==> config.mk <==
export PLATFORM = sky130hd
export DESIGN_NAME = alu_seq_flat
export DESIGN_NICKNAME = d
export VERILOG_FILES = /design/src/rtl/alu_pkg.sv /design/src/rtl/alu_seq_if.sv /design/src/rtl/alu_exec.sv /design/src/rtl/alu_seq.sv /design/src/flat_wrapper.sv
export SDC_FILE = /design/constraint.sdc
export NUM_CORES = 1
export LEC_CHECK = 0
export CAP_MARGIN = 25
export CORE_MARGIN = 8
export CORE_UTILIZATION = 63
export CTS_CLUSTER_SIZE = 16
export DETAILED_ROUTE_END_ITERATION = 12
export PLACE_DENSITY = 0.82
export SYNTH_ARGS = -nofsm -noshare
export SYNTH_HDL_FRONTEND = slang
export SYNTH_HIERARCHICAL = 1
export SYNTH_SLANG_ARGS = --single-unit
==> constraint.sdc <==
create_clock -name clk -period 5.9 [get_ports clk]
set_clock_uncertainty 0.2 [all_clocks]
set_input_delay 1.77 -clock clk [delete_from_list [all_inputs] [get_ports clk]]
set_output_delay 1.77 -clock clk [all_outputs]
set_load 0.05 [all_outputs]
==> src/rtl/alu_pkg.sv <==
// Shared definitions for the sequential ALU: datapath sizes, opcode values
// and the controller state encoding.
package alu_pkg;

    localparam int DATA_W   = 8;
    localparam int NREG     = 4;
    localparam int DIV_ITER = 8;

    localparam logic [3:0] OP_ADD  = 4'h0;
    localparam logic [3:0] OP_SUB  = 4'h1;
    localparam logic [3:0] OP_MUL  = 4'h2;
    localparam logic [3:0] OP_DIV  = 4'h3;
    localparam logic [3:0] OP_SHL  = 4'h4;
    localparam logic [3:0] OP_SHR  = 4'h5;
    localparam logic [3:0] OP_ROTL = 4'h6;
    localparam logic [3:0] OP_ROTR = 4'h7;
    localparam logic [3:0] OP_AND  = 4'h8;
    localparam logic [3:0] OP_OR   = 4'h9;
    localparam logic [3:0] OP_XOR  = 4'hA;
    localparam logic [3:0] OP_NOR  = 4'hB;
    localparam logic [3:0] OP_NAND = 4'hC;
    localparam logic [3:0] OP_XNOR = 4'hD;
    localparam logic [3:0] OP_GT   = 4'hE;
    localparam logic [3:0] OP_EQ   = 4'hF;

    typedef enum logic [1:0] {
        IDLE = 2'd0,
        EXEC = 2'd1,
        DIV  = 2'd2,
        RESP = 2'd3
    } state_t;

endpackage

==> src/rtl/alu_seq_if.sv <==
// Instruction/response handshake bundle between a requester (master) and
// the sequential ALU (slave).
interface alu_seq_if;

    logic        instr_valid;
    logic        instr_ready;
    logic [16:0] instr;
    logic        rsp_valid;
    logic        rsp_ready;
    logic [7:0]  rsp_data;
    logic        rsp_cout;
    logic        rsp_err;
    logic        busy;

    modport master (
        output instr_valid, instr, rsp_ready,
        input  instr_ready, rsp_valid, rsp_data, rsp_cout, rsp_err, busy
    );

    modport slave (
        input  instr_valid, instr, rsp_ready,
        output instr_ready, rsp_valid, rsp_data, rsp_cout, rsp_err, busy
    );

endinterface

==> src/rtl/alu_exec.sv <==
// Single-cycle combinational ALU for every op except the iterative divide;
// the divide slot only supplies the divide-by-zero result.
module alu_exec
    import alu_pkg::*;
(
    input  logic [DATA_W-1:0] a_i,
    input  logic [DATA_W-1:0] b_i,
    input  logic [3:0]        op_i,
    output logic [DATA_W-1:0] res_o,
    output logic              cout_o
);

    logic [DATA_W:0]     sum;
    logic [2*DATA_W-1:0] prod;

    always_comb begin
        sum    = {1'b0, a_i} + {1'b0, b_i};
        prod   = {{DATA_W{1'b0}}, a_i} * {{DATA_W{1'b0}}, b_i};
        res_o  = '0;
        cout_o = 1'b0;
        case (op_i)
            OP_ADD:  begin res_o = sum[DATA_W-1:0]; cout_o = sum[DATA_W]; end
            OP_SUB:  begin res_o = a_i - b_i; cout_o = (a_i < b_i); end
            OP_MUL:  begin res_o = prod[DATA_W-1:0]; cout_o = |prod[2*DATA_W-1:DATA_W]; end
            OP_DIV:  res_o = '1;
            OP_SHL:  begin res_o = {a_i[DATA_W-2:0], 1'b0}; cout_o = a_i[DATA_W-1]; end
            OP_SHR:  begin res_o = {1'b0, a_i[DATA_W-1:1]}; cout_o = a_i[0]; end
            OP_ROTL: res_o = {a_i[DATA_W-2:0], a_i[DATA_W-1]};
            OP_ROTR: res_o = {a_i[0], a_i[DATA_W-1:1]};
            OP_AND:  res_o = a_i & b_i;
            OP_OR:   res_o = a_i | b_i;
            OP_XOR:  res_o = a_i ^ b_i;
            OP_NOR:  res_o = ~(a_i | b_i);
            OP_NAND: res_o = ~(a_i & b_i);
            OP_XNOR: res_o = ~(a_i ^ b_i);
            OP_GT:   res_o = {{(DATA_W-1){1'b0}}, (a_i > b_i)};
            OP_EQ:   res_o = {{(DATA_W-1){1'b0}}, (a_i == b_i)};
            default: ;
        endcase
    end

endmodule

==> src/rtl/alu_seq.sv <==
// Sequential ALU: 4-entry register file, accept/execute/respond controller
// and an 8-cycle restoring divider around the combinational alu_exec.
module alu_seq
    import alu_pkg::*;
(
    input logic      clk,
    input logic      rst_n,
    alu_seq_if.slave bus
);

    localparam int                CNT_W    = $clog2(DIV_ITER);
    localparam logic [CNT_W-1:0]  CNT_LAST = CNT_W'(DIV_ITER - 1);

    state_t              state_q, state_d;
    logic [3:0]          op_q, op_d;
    logic [1:0]          rd_q, rd_d;
    logic [DATA_W-1:0]   a_q, a_d, b_q, b_d;
    logic [DATA_W-1:0]   rf_q [NREG];
    logic [DATA_W-1:0]   rf_d [NREG];
    logic [DATA_W-1:0]   res_q, res_d;
    logic                cout_q, cout_d, err_q, err_d;
    logic [DATA_W-1:0]   rem_q, rem_d, quo_q, quo_d;
    logic [CNT_W-1:0]    cnt_q, cnt_d;

    logic                imm_sel;
    logic [3:0]          op_in;
    logic [1:0]          rd_in, rs_in;
    logic [DATA_W-1:0]   imm_in;
    logic                ready;
    logic [DATA_W-1:0]   exec_res;
    logic                exec_cout;
    logic [DATA_W:0]     div_shift;
    logic                div_ge;
    logic [DATA_W-1:0]   quo_next;

    assign {imm_sel, op_in, rd_in, rs_in, imm_in} = bus.instr;

    // Handshake outputs are forced low while reset is held, even before the first edge.
    assign ready           = rst_n && (state_q == IDLE);
    assign bus.instr_ready = ready;
    assign bus.rsp_valid   = rst_n && (state_q == RESP);
    assign bus.busy        = rst_n && (state_q != IDLE);
    assign bus.rsp_data    = rst_n ? res_q : '0;
    assign bus.rsp_cout    = rst_n && cout_q;
    assign bus.rsp_err     = rst_n && err_q;

    alu_exec u_exec (
        .a_i    (a_q),
        .b_i    (b_q),
        .op_i   (op_q),
        .res_o  (exec_res),
        .cout_o (exec_cout)
    );

    // One restoring step: shift the next dividend bit into the partial remainder.
    assign div_shift = {rem_q, quo_q[DATA_W-1]};
    assign div_ge    = (div_shift >= {1'b0, b_q});
    assign quo_next  = {quo_q[DATA_W-2:0], div_ge};

    // Next-state logic; results are committed to the register file on entry to RESP.
    always_comb begin
        state_d = state_q;
        op_d    = op_q;
        rd_d    = rd_q;
        a_d     = a_q;
        b_d     = b_q;
        rf_d    = rf_q;
        res_d   = res_q;
        cout_d  = cout_q;
        err_d   = err_q;
        rem_d   = rem_q;
        quo_d   = quo_q;
        cnt_d   = cnt_q;
        case (state_q)
            IDLE: begin
                if (bus.instr_valid && ready) begin
                    op_d    = op_in;
                    rd_d    = rd_in;
                    a_d     = rf_q[rd_in];
                    b_d     = imm_sel ? imm_in : rf_q[rs_in];
                    state_d = EXEC;
                end
            end
            EXEC: begin
                if (op_q == OP_DIV && b_q != '0) begin
                    rem_d   = '0;
                    quo_d   = a_q;
                    cnt_d   = '0;
                    state_d = DIV;
                end else begin
                    res_d  = exec_res;
                    cout_d = exec_cout;
                    err_d  = (op_q == OP_DIV);
                    if (op_q != OP_DIV) begin
                        rf_d[rd_q] = exec_res;
                    end
                    state_d = RESP;
                end
            end
            DIV: begin
                rem_d = div_ge ? DATA_W'(div_shift - {1'b0, b_q}) : div_shift[DATA_W-1:0];
                quo_d = quo_next;
                cnt_d = cnt_q + 1'b1;
                if (cnt_q == CNT_LAST) begin
                    res_d      = quo_next;
                    cout_d     = 1'b0;
                    err_d      = 1'b0;
                    rf_d[rd_q] = quo_next;
                    state_d    = RESP;
                end
            end
            RESP: begin
                if (bus.rsp_ready) begin
                    state_d = IDLE;
                end
            end
            default: state_d = IDLE;
        endcase
    end

    always_ff @(posedge clk) begin
        if (!rst_n) begin
            state_q <= IDLE;
            op_q    <= '0;
            rd_q    <= '0;
            a_q     <= '0;
            b_q     <= '0;
            res_q   <= '0;
            cout_q  <= 1'b0;
            err_q   <= 1'b0;
            rem_q   <= '0;
            quo_q   <= '0;
            cnt_q   <= '0;
            for (int i = 0; i < NREG; i++) begin
                rf_q[i] <= '0;
            end
        end else begin
            state_q <= state_d;
            op_q    <= op_d;
            rd_q    <= rd_d;
            a_q     <= a_d;
            b_q     <= b_d;
            res_q   <= res_d;
            cout_q  <= cout_d;
            err_q   <= err_d;
            rem_q   <= rem_d;
            quo_q   <= quo_d;
            cnt_q   <= cnt_d;
            for (int i = 0; i < NREG; i++) begin
                rf_q[i] <= rf_d[i];
            end
        end
    end

endmodule
==> src/flat_wrapper.sv <==
// flat-port wrapper written by rule: the top's interface ports become plain ports
module alu_seq_flat import alu_pkg::*;
  (clk, rst_n, bus_instr_valid, bus_instr, bus_rsp_ready, bus_instr_ready, bus_rsp_valid, bus_rsp_data, bus_rsp_cout, bus_rsp_err, bus_busy);
  alu_seq_if bus_i ();
  input logic clk;
  input logic rst_n;
  input wire logic [$bits(bus_i.instr_valid)-1:0] bus_instr_valid;
  input wire logic [$bits(bus_i.instr)-1:0] bus_instr;
  input wire logic [$bits(bus_i.rsp_ready)-1:0] bus_rsp_ready;
  output wire logic [$bits(bus_i.instr_ready)-1:0] bus_instr_ready;
  output wire logic [$bits(bus_i.rsp_valid)-1:0] bus_rsp_valid;
  output wire logic [$bits(bus_i.rsp_data)-1:0] bus_rsp_data;
  output wire logic [$bits(bus_i.rsp_cout)-1:0] bus_rsp_cout;
  output wire logic [$bits(bus_i.rsp_err)-1:0] bus_rsp_err;
  output wire logic [$bits(bus_i.busy)-1:0] bus_busy;
  assign bus_i.instr_valid = bus_instr_valid;
  assign bus_i.instr = bus_instr;
  assign bus_i.rsp_ready = bus_rsp_ready;
  assign bus_instr_ready = bus_i.instr_ready;
  assign bus_rsp_valid = bus_i.rsp_valid;
  assign bus_rsp_data = bus_i.rsp_data;
  assign bus_rsp_cout = bus_i.rsp_cout;
  assign bus_rsp_err = bus_i.rsp_err;
  assign bus_busy = bus_i.busy;
  alu_seq u_core (.clk(clk), .rst_n(rst_n), .bus(bus_i));
endmodule
# Word level (Yosys, flattened, before mapping)
# Cells that the tools add are included.
[op_classes]
add_sub_neg = 4
n_mul = 1
div = 0
n_lt_le_gt_ge = 7
eq_ne = 27
shifts = 0
muxes = 38
bitwise_logic = 9
n_reduce_logical = 19
[op_table]
columns = ["operator", "count"]
rows = [
  ["$pmux 8 s16", 1],
  ["$mux 32", 3],
  ["$mux 8", 12],
  ["$bwmux 32", 2],
  ["$pmux 32 s2", 1],
  ["$pmux 8 s2", 3],
  ["$bmux 8 s2", 2],
  ["$eq 4x4->1 const B", 8],
  ["$not 8->8", 3],
  ["$demux 8 s2", 1],
  ["$eq 4x3->1 const B", 4],
  ["$mul 8x8->16", 1],
  ["$sub 8x8->8", 2],
  ["$add 8x8->9", 1],
  ["$ge 3x3->1 const B", 3],
  ["$ge 9x8->1", 1],
  ["$not 2->3", 3],
  ["$and 8x8->8", 1],
  ["$eq 4x2->1 const B", 2],
  ["$eq 8x8->1", 1],
  ["$gt 8x8->1", 1],
  ["$logic_and 1x1->1", 8],
  ["$lt 8x8->1", 1],
  ["$or 8x8->8", 1],
  ["25 further kinds", 39],
]
[totals]
regBits = 85
latch_bits = 0
ram_bits = 0
romBits = 0
out_inout_bits = 13
elab_cells = 120
mem_count = 0

# Longest topological paths before layout
[depth]
depth_word = 9
ltp_mapped = 20
depth_no_buf = 20

# Modules after synthesis
# The synthesis kept the hierarchy.
[by_module_without_submodules]
columns = ["mod", "instances", "cells_per_inst", "area_each_um2", "seq_area_each_um2"]
rows = [
  ["alu_seq", 1, 450, 4272.8, 1701.6],
  ["alu_exec", 1, 512, 3758.6, 0.0],
]

# Worst setup path after synthesis
# OpenSTA, ideal clock, no wires.
[synth_timing]
path_type = "reg-to-reg"
start = "reg u_core.a_q[1]"
end = "reg u_core.cout_q"
setup_ns = 0.128
t_arrival_ns = 5.053
slack_ns = 0.519
path_stages_with_launch = 19
cell_sequence = "dfxtp_1 -> nand2_1 -> fa_1 -> fa_1 -> inv_1 -> fa_1 -> inv_1 -> fa_1 -> inv_1 -> ha_1 -> and3_1 -> a2111o_1 -> o21ai_2 -> nand2_1 -> o32a_1 -> o41a_1 -> a311o_1 -> a21oi_1 -> nor2_1"
[synth_between]
elab_chain_cells = 5
elab_cells_between_ends = 7
cone_classes = "add/sub (1); mul (1); order compare (1); mux (3); reduce/logical (1)"
[synth_lines]
columns = ["element", "line_no", "text"]
rows = [
  ["start, declared", "alu_seq.sv:17", "logic [DATA_W-1:0] a_q, a_d, b_q, b_d;"],
  ["start signal, assigned", "alu_seq.sv:126", "a_q <= '0;"],
  ["start signal, assigned", "alu_seq.sv:141", "a_q <= a_d;"],
  ["$mul 8x8->16", "alu_exec.sv:18", "prod = {{DATA_W{1'b0}}, a_i} * {{DATA_W{1'b0}}, b_i};"],
  ["$reduce_or 8->1", "alu_exec.sv:24", "OP_MUL: begin res_o = prod[DATA_W-1:0]; cout_o = |prod[2*DATA_W-1:DATA_W]; end"],
  ["$pmux 1 s5 (*)", "alu_exec.sv:21", "case (op_i)"],
  ["via u_core.exec_cout", "alu_seq.sv:31", "logic exec_cout;"],
  ["$mux 1 (*)", "alu_seq.sv:85", "if (op_q == OP_DIV && b_q != '0) begin"],
  ["$pmux 1 s2 (*)", "alu_seq.sv:74", "case (state_q)"],
  ["end signal, assigned", "alu_seq.sv:144", "cout_q <= cout_d;"],
  ["end, declared", "alu_seq.sv:21", "logic cout_q, cout_d, err_q, err_d;"],
]
# The timed path passes the listed nets; every way through them passes the cells marked *. The select of a mux whose other input is x is not followed.
# A chain may end at the register's enable or synchronous reset.

# Worst setup path after layout
[layout_timing]
start = "reg u_core.b_q[3]"
end = "reg u_core.cout_q"
[layout_between]
elab_chain_cells = 5
elab_cells_between_ends = 11
cone_classes = "add/sub (1); mul (1); order compare (1); eq/ne (1); mux (3); reduce/logical (4)"
[layout_lines]
columns = ["element", "line_no", "text"]
rows = [
  ["start, declared", "alu_seq.sv:17", ""],
  ["start signal, assigned", "alu_seq.sv:127", "b_q <= '0;"],
  ["start signal, assigned", "alu_seq.sv:142", "b_q <= b_d;"],
  ["$mul 8x8->16", "alu_exec.sv:18", ""],
  ["$reduce_or 8->1", "alu_exec.sv:24", ""],
  ["$pmux 1 s5 (*)", "alu_exec.sv:21", ""],
  ["via u_core.exec_cout", "alu_seq.sv:31", ""],
  ["$mux 1 (*)", "alu_seq.sv:85", ""],
  ["$pmux 1 s2 (*)", "alu_seq.sv:74", ""],
]
# Marks and branches as above.

==> flow_metrics.py <==
metrics = {
    "status": {
        "status": "finished clean",
    },
    "floorplanning": {
        "ios": 34,
        "dieWidth_um": 129,
        "dieArea_sq_mm": 0.0166,
        "num_rows": 41,
        "core_sq_mm": 0.0125,
        "die_y_um": 129,
        "start_util_pct": 64.2,
    },
    "power": {
        "cellPowerDensity_mw_per_mm2": 335,
        "power.leakage_nw": 3.64,
        "p_seq_share_pct": 26.6,
        "combPwrFrac_pct": 52.4,
        "ir_drop_v": 0.000360,
        "clkPwrFrac_pct": 21.1,
        "p_int_mw": 1.67,
        "netSwitchingFraction_pct": 44.5,
        "p_switching_mw": 1.34,
    },
    "placed_design": {
        "io_buffers": 33,
        "place_congestion": 1.00,
        "post_dp_cell_area_sq_mm": 0.00865,
        "dp.cells": 1147,
        "dp_hpwl_um": 17000,
    },
    "clock_tree": {
        "clkTransAtPathRegs_ps": 70,
        "clock_latency_ps": 340,
        "cts_max_level": 3,
        "clkSinkCount": 85,
        "cts_tree": "built",
        "cts-root-buf": "clkbuf_16",
        "cts_buffers": 9,
        "clk_path_buf_depth": 2,
    },
    "sta": {
        "tightest_slew_ps": 1030,
        "finalCritPeriodShare_pct": 95.9,
        "setup_viol": 0,
        "holdWs_ps": 263,
        "tns_ps": 0,
        "slew_headroom_pct": 30.8,
        "min_period_ps": 5660,
        "rsz0062_at_grt": "no",
        "slew_viol_final": 0,
        "clock.fmax_mhz": 177,
        "hold_violations": 0,
    },
    "global_route": {
        "grt_pass1_wl_um": 36600,
        "overflow": 0,
        "grt_max_degree": 53,
        "grt_usage_pct": 27.7,
        "grt_pass1_vias": 7234,
        "antenna_found_initial": 0,
    },
    "synthesis": {
        "synthCells": 962,
        "yosysSeqAreaShare_pct": 21.2,
        "yosysWarnings": 6,
        "synth_area_leader_cell": "dfxtp_1",
        "synth_area_leaders": "dfxtp_1 (21%), ha_1 (12%), fa_1 (9.7%), nor2_1 (5.0%), inv_1 (4.9%)",
        "yosys.area_share.simple_pct": 17.6,
        "synthMuxAreaShare_pct": 9.55,
        "synth_adder_area_share_pct": 21.2,
        "synth_xor_xnor_area_share_pct": 1.64,
        "ys.flop_type": "dfxtp_1",
        "synth-compound-area-share_pct": 20.4,
        "synth_fp_nets": 1096,
        "avgSynthCellArea_sq_um": 8.35,
        "syn_area_sq_mm": 0.00803,
        "synth_cell_types": 78,
        "synth_edf_count": 0,
        "synth_top_family_by_area": "adder cells",
        "async_flop_share_pct": 0,
        "ys_ff_latch": 85,
        "synth_top_area_share_pct": 21.2,
    },
    "drt": {
        "dr.pass1.iters": 6,
        "num_vias": 7480,
        "drtIter0Drc": 1016,
        "antenna_left": 0,
        "routed_via_density": 6.43,
        "drcViolationCount": 0,
        "wire_per_inst_um": 19.6,
        "routed_wl_um": 22800,
    },
    "finish": {
        "n_antenna_cell": 0,
        "nets": 1120,
        "fin_util_pct": 71.8,
        "fin_area_sq_mm": 0.00899,
        "seq_area_sq_mm": 0.00170,
        "syn_to_final_growth_pct": 12.0,
        "layout-drive-gt1-share_pct": 9.79,
        "fill_cells": 961,
        "instances_no_fill": 1163,
        "multiInputGateArea_sq_mm": 0.00566,
    },
    "worst_setup_path": {
        "crit_buf_inv": 4,
        "endpoint_kind": "register",
        "arrival_ps": 5660,
        "r2r-end": "u_core/cout_q",
        "critPathCapture": "u_core/cout_q",
        "critical_path.top_delay_family": "adder cells",
        "start_kind": "register",
        "cp_slowest_stage_delay_ps": 520,
        "reg2reg_from": "u_core/b_q[3]",
        "crit_cells": 19,
        "reg2regPathDepth": 19,
        "cp_max_fo": 7,
        "r2r_slack_ps": 240,
        "crit_start": "u_core/b_q[3]",
        "slowest_stage": "fa_1",
        "critical_path_class": "reg2reg",
        "crit_required_ps": 5910,
        "path_cells": "ha_1 > inv_1 > fa_1 > inv_1 > fa_1 > fa_1 > inv_1 > fa_1 > inv_1 > ha_1 > and3_1 > a2111o_1 > o21ai_2 > nand2_1 > o32a_1 > o41a_1 > a311o_1 > a21oi_1 > nor2_1",
    },
    "min_path": {
        "hold_class": "reg2reg",
    },
    "flow_run": {
        "maxCapViolCount": 0,
    },
}
==> per-layer routing <==
layer  GRT usage (%)  vias to the layer above  part of all wire [%]
met5               0                        -                     0
met4            14.8                        0                   4.7
met3            5.25                       93                   8.8
met2            46.1                      416                    47
met1            33.5                     3531                    40
li1                -                     3440                     -
==> power by group through the flow <==
| stage | Combinational, mW | Clock [mW] | Sequential [mW] |
|---|---|---|---|
| CTS | 1.54 | 0.640 | 0.794 |
| global route | 1.69 | 0.660 | 0.812 |
| global placement | 1.50 | 0 | 0.797 |
| floorplan | 1.14 | 0 | 0.775 |
| detailed placement | 1.52 | 0 | 0.805 |
| finish | 1.58 | 0.634 | 0.799 |
==> layout by cell type, fill, tap and decap left out, types with 6 or more instances in the layout <==
cell type        count
a211oi_1            48
a21o_1               8
a21oi_1             42
a31oi_1              6
a32oi_1              6
and2_1              16
buf_12              13
buf_4               28
clkbuf_16            9
clkdlybuf4s50_1     20
dfxtp_1             85
fa_1                39
ha_1                74
inv_1              105
mux2i_1             35
mux4_2              16
nand2_1             77
nand2b_1            17
nand3_1             23
nor2_1             107
nor2b_1             11
nor3_1              10
o2111ai_1            6
o211ai_1             6
o21ai_0             52
o22ai_1              8
o2bb2ai_1            6
xnor2_1             10
==> worst min-delay path, delay by kind of cell, from the launching register on <==
kind / cells / cell delay, ps
AOI/OAI and AO/OA: 1 / 60
DFF: 1 / 310
and+or+nand+nor: 1 / 50
==> logic make-up (layout without fill, tap and decap cells) <==
logic type | after synthesis | count (layout)
AND/OR/NAND/NOR | 295 | 295
AO/OA/AOI/OAI | 242 | 242
buffers and inverters | 156 | 185
adder cells (fa/ha/maj) | 113 | 113
flip-flops | 85 | 85
multiplexers | 56 | 56
XOR/XNOR | 15 | 15
==> per-stage QoR <==
stage	total power, mW	worst slack, ps
finish	3.01	244
global route	3.16	35.4
CTS	2.97	268
detailed placement	2.33	309
global placement	2.29	437
floorplan	1.91	519
==> how the worst min path moves through the flow <==
stage | end | cells after the start | startpoint | slack [ps]
floorplan | u_core/op_q[3] | 2 | u_core/op_q[3] | 240
detailed placement | u_core/op_q[2] | 2 | u_core/op_q[2] | 250
global route | u_core/op_q[2] | 2 | u_core/op_q[2] | 280
CTS | u_core/op_q[2] | 2 | u_core/op_q[2] | 260
finish | u_core/op_q[2] | 2 | u_core/op_q[2] | 260
global placement | u_core/op_q[2] | 2 | u_core/op_q[2] | 250
==> Yosys cell counts, types with 16 or more instances <==
library cell and number:
nand2b_1 17, nand3_1 23, a21oi_1 42, nor2_1 107, dfxtp_1 85, o21ai_0 52, nand2_1 77, a211oi_1 49
fa_1 39, ha_1 74, mux2i_1 35, mux4_2 16, and2_1 16, clkbuf_1 26, inv_1 105
==> area by class of cell <==
class                           count  area share, %
Multi-Input combinational cell    721           63.0
Sequential cell                    85           18.9
Timing Repair Buffer               61           7.46
Inverter                          108           4.51
Clock buffer                        9           2.50
Tap cell                          172           2.39
Clock inverter                      7           1.22
==> timing repair <==
item / CTS / global route
buffers inserted: 0 / 0
hold buffers: 0 / 0
resized for setup: 0 / 1
endpoints found under the setup margin: 0 / 5
==> state kept, by name, summed over array words and instances, names as in the netlist <==
register,flops
u_core/err_q,1
u_core/cnt_q,3
u_core/quo_q,8
u_core/cout_q,1
u_core/b_q,8
u_core/op_q,4
u_core/a_q,8
u_core/rem_q,8
u_core/state_q,2
u_core/res_q,8
u_core/rd_q,2
u_core/rf_q,32
Power figures use the tool's default switching activity.
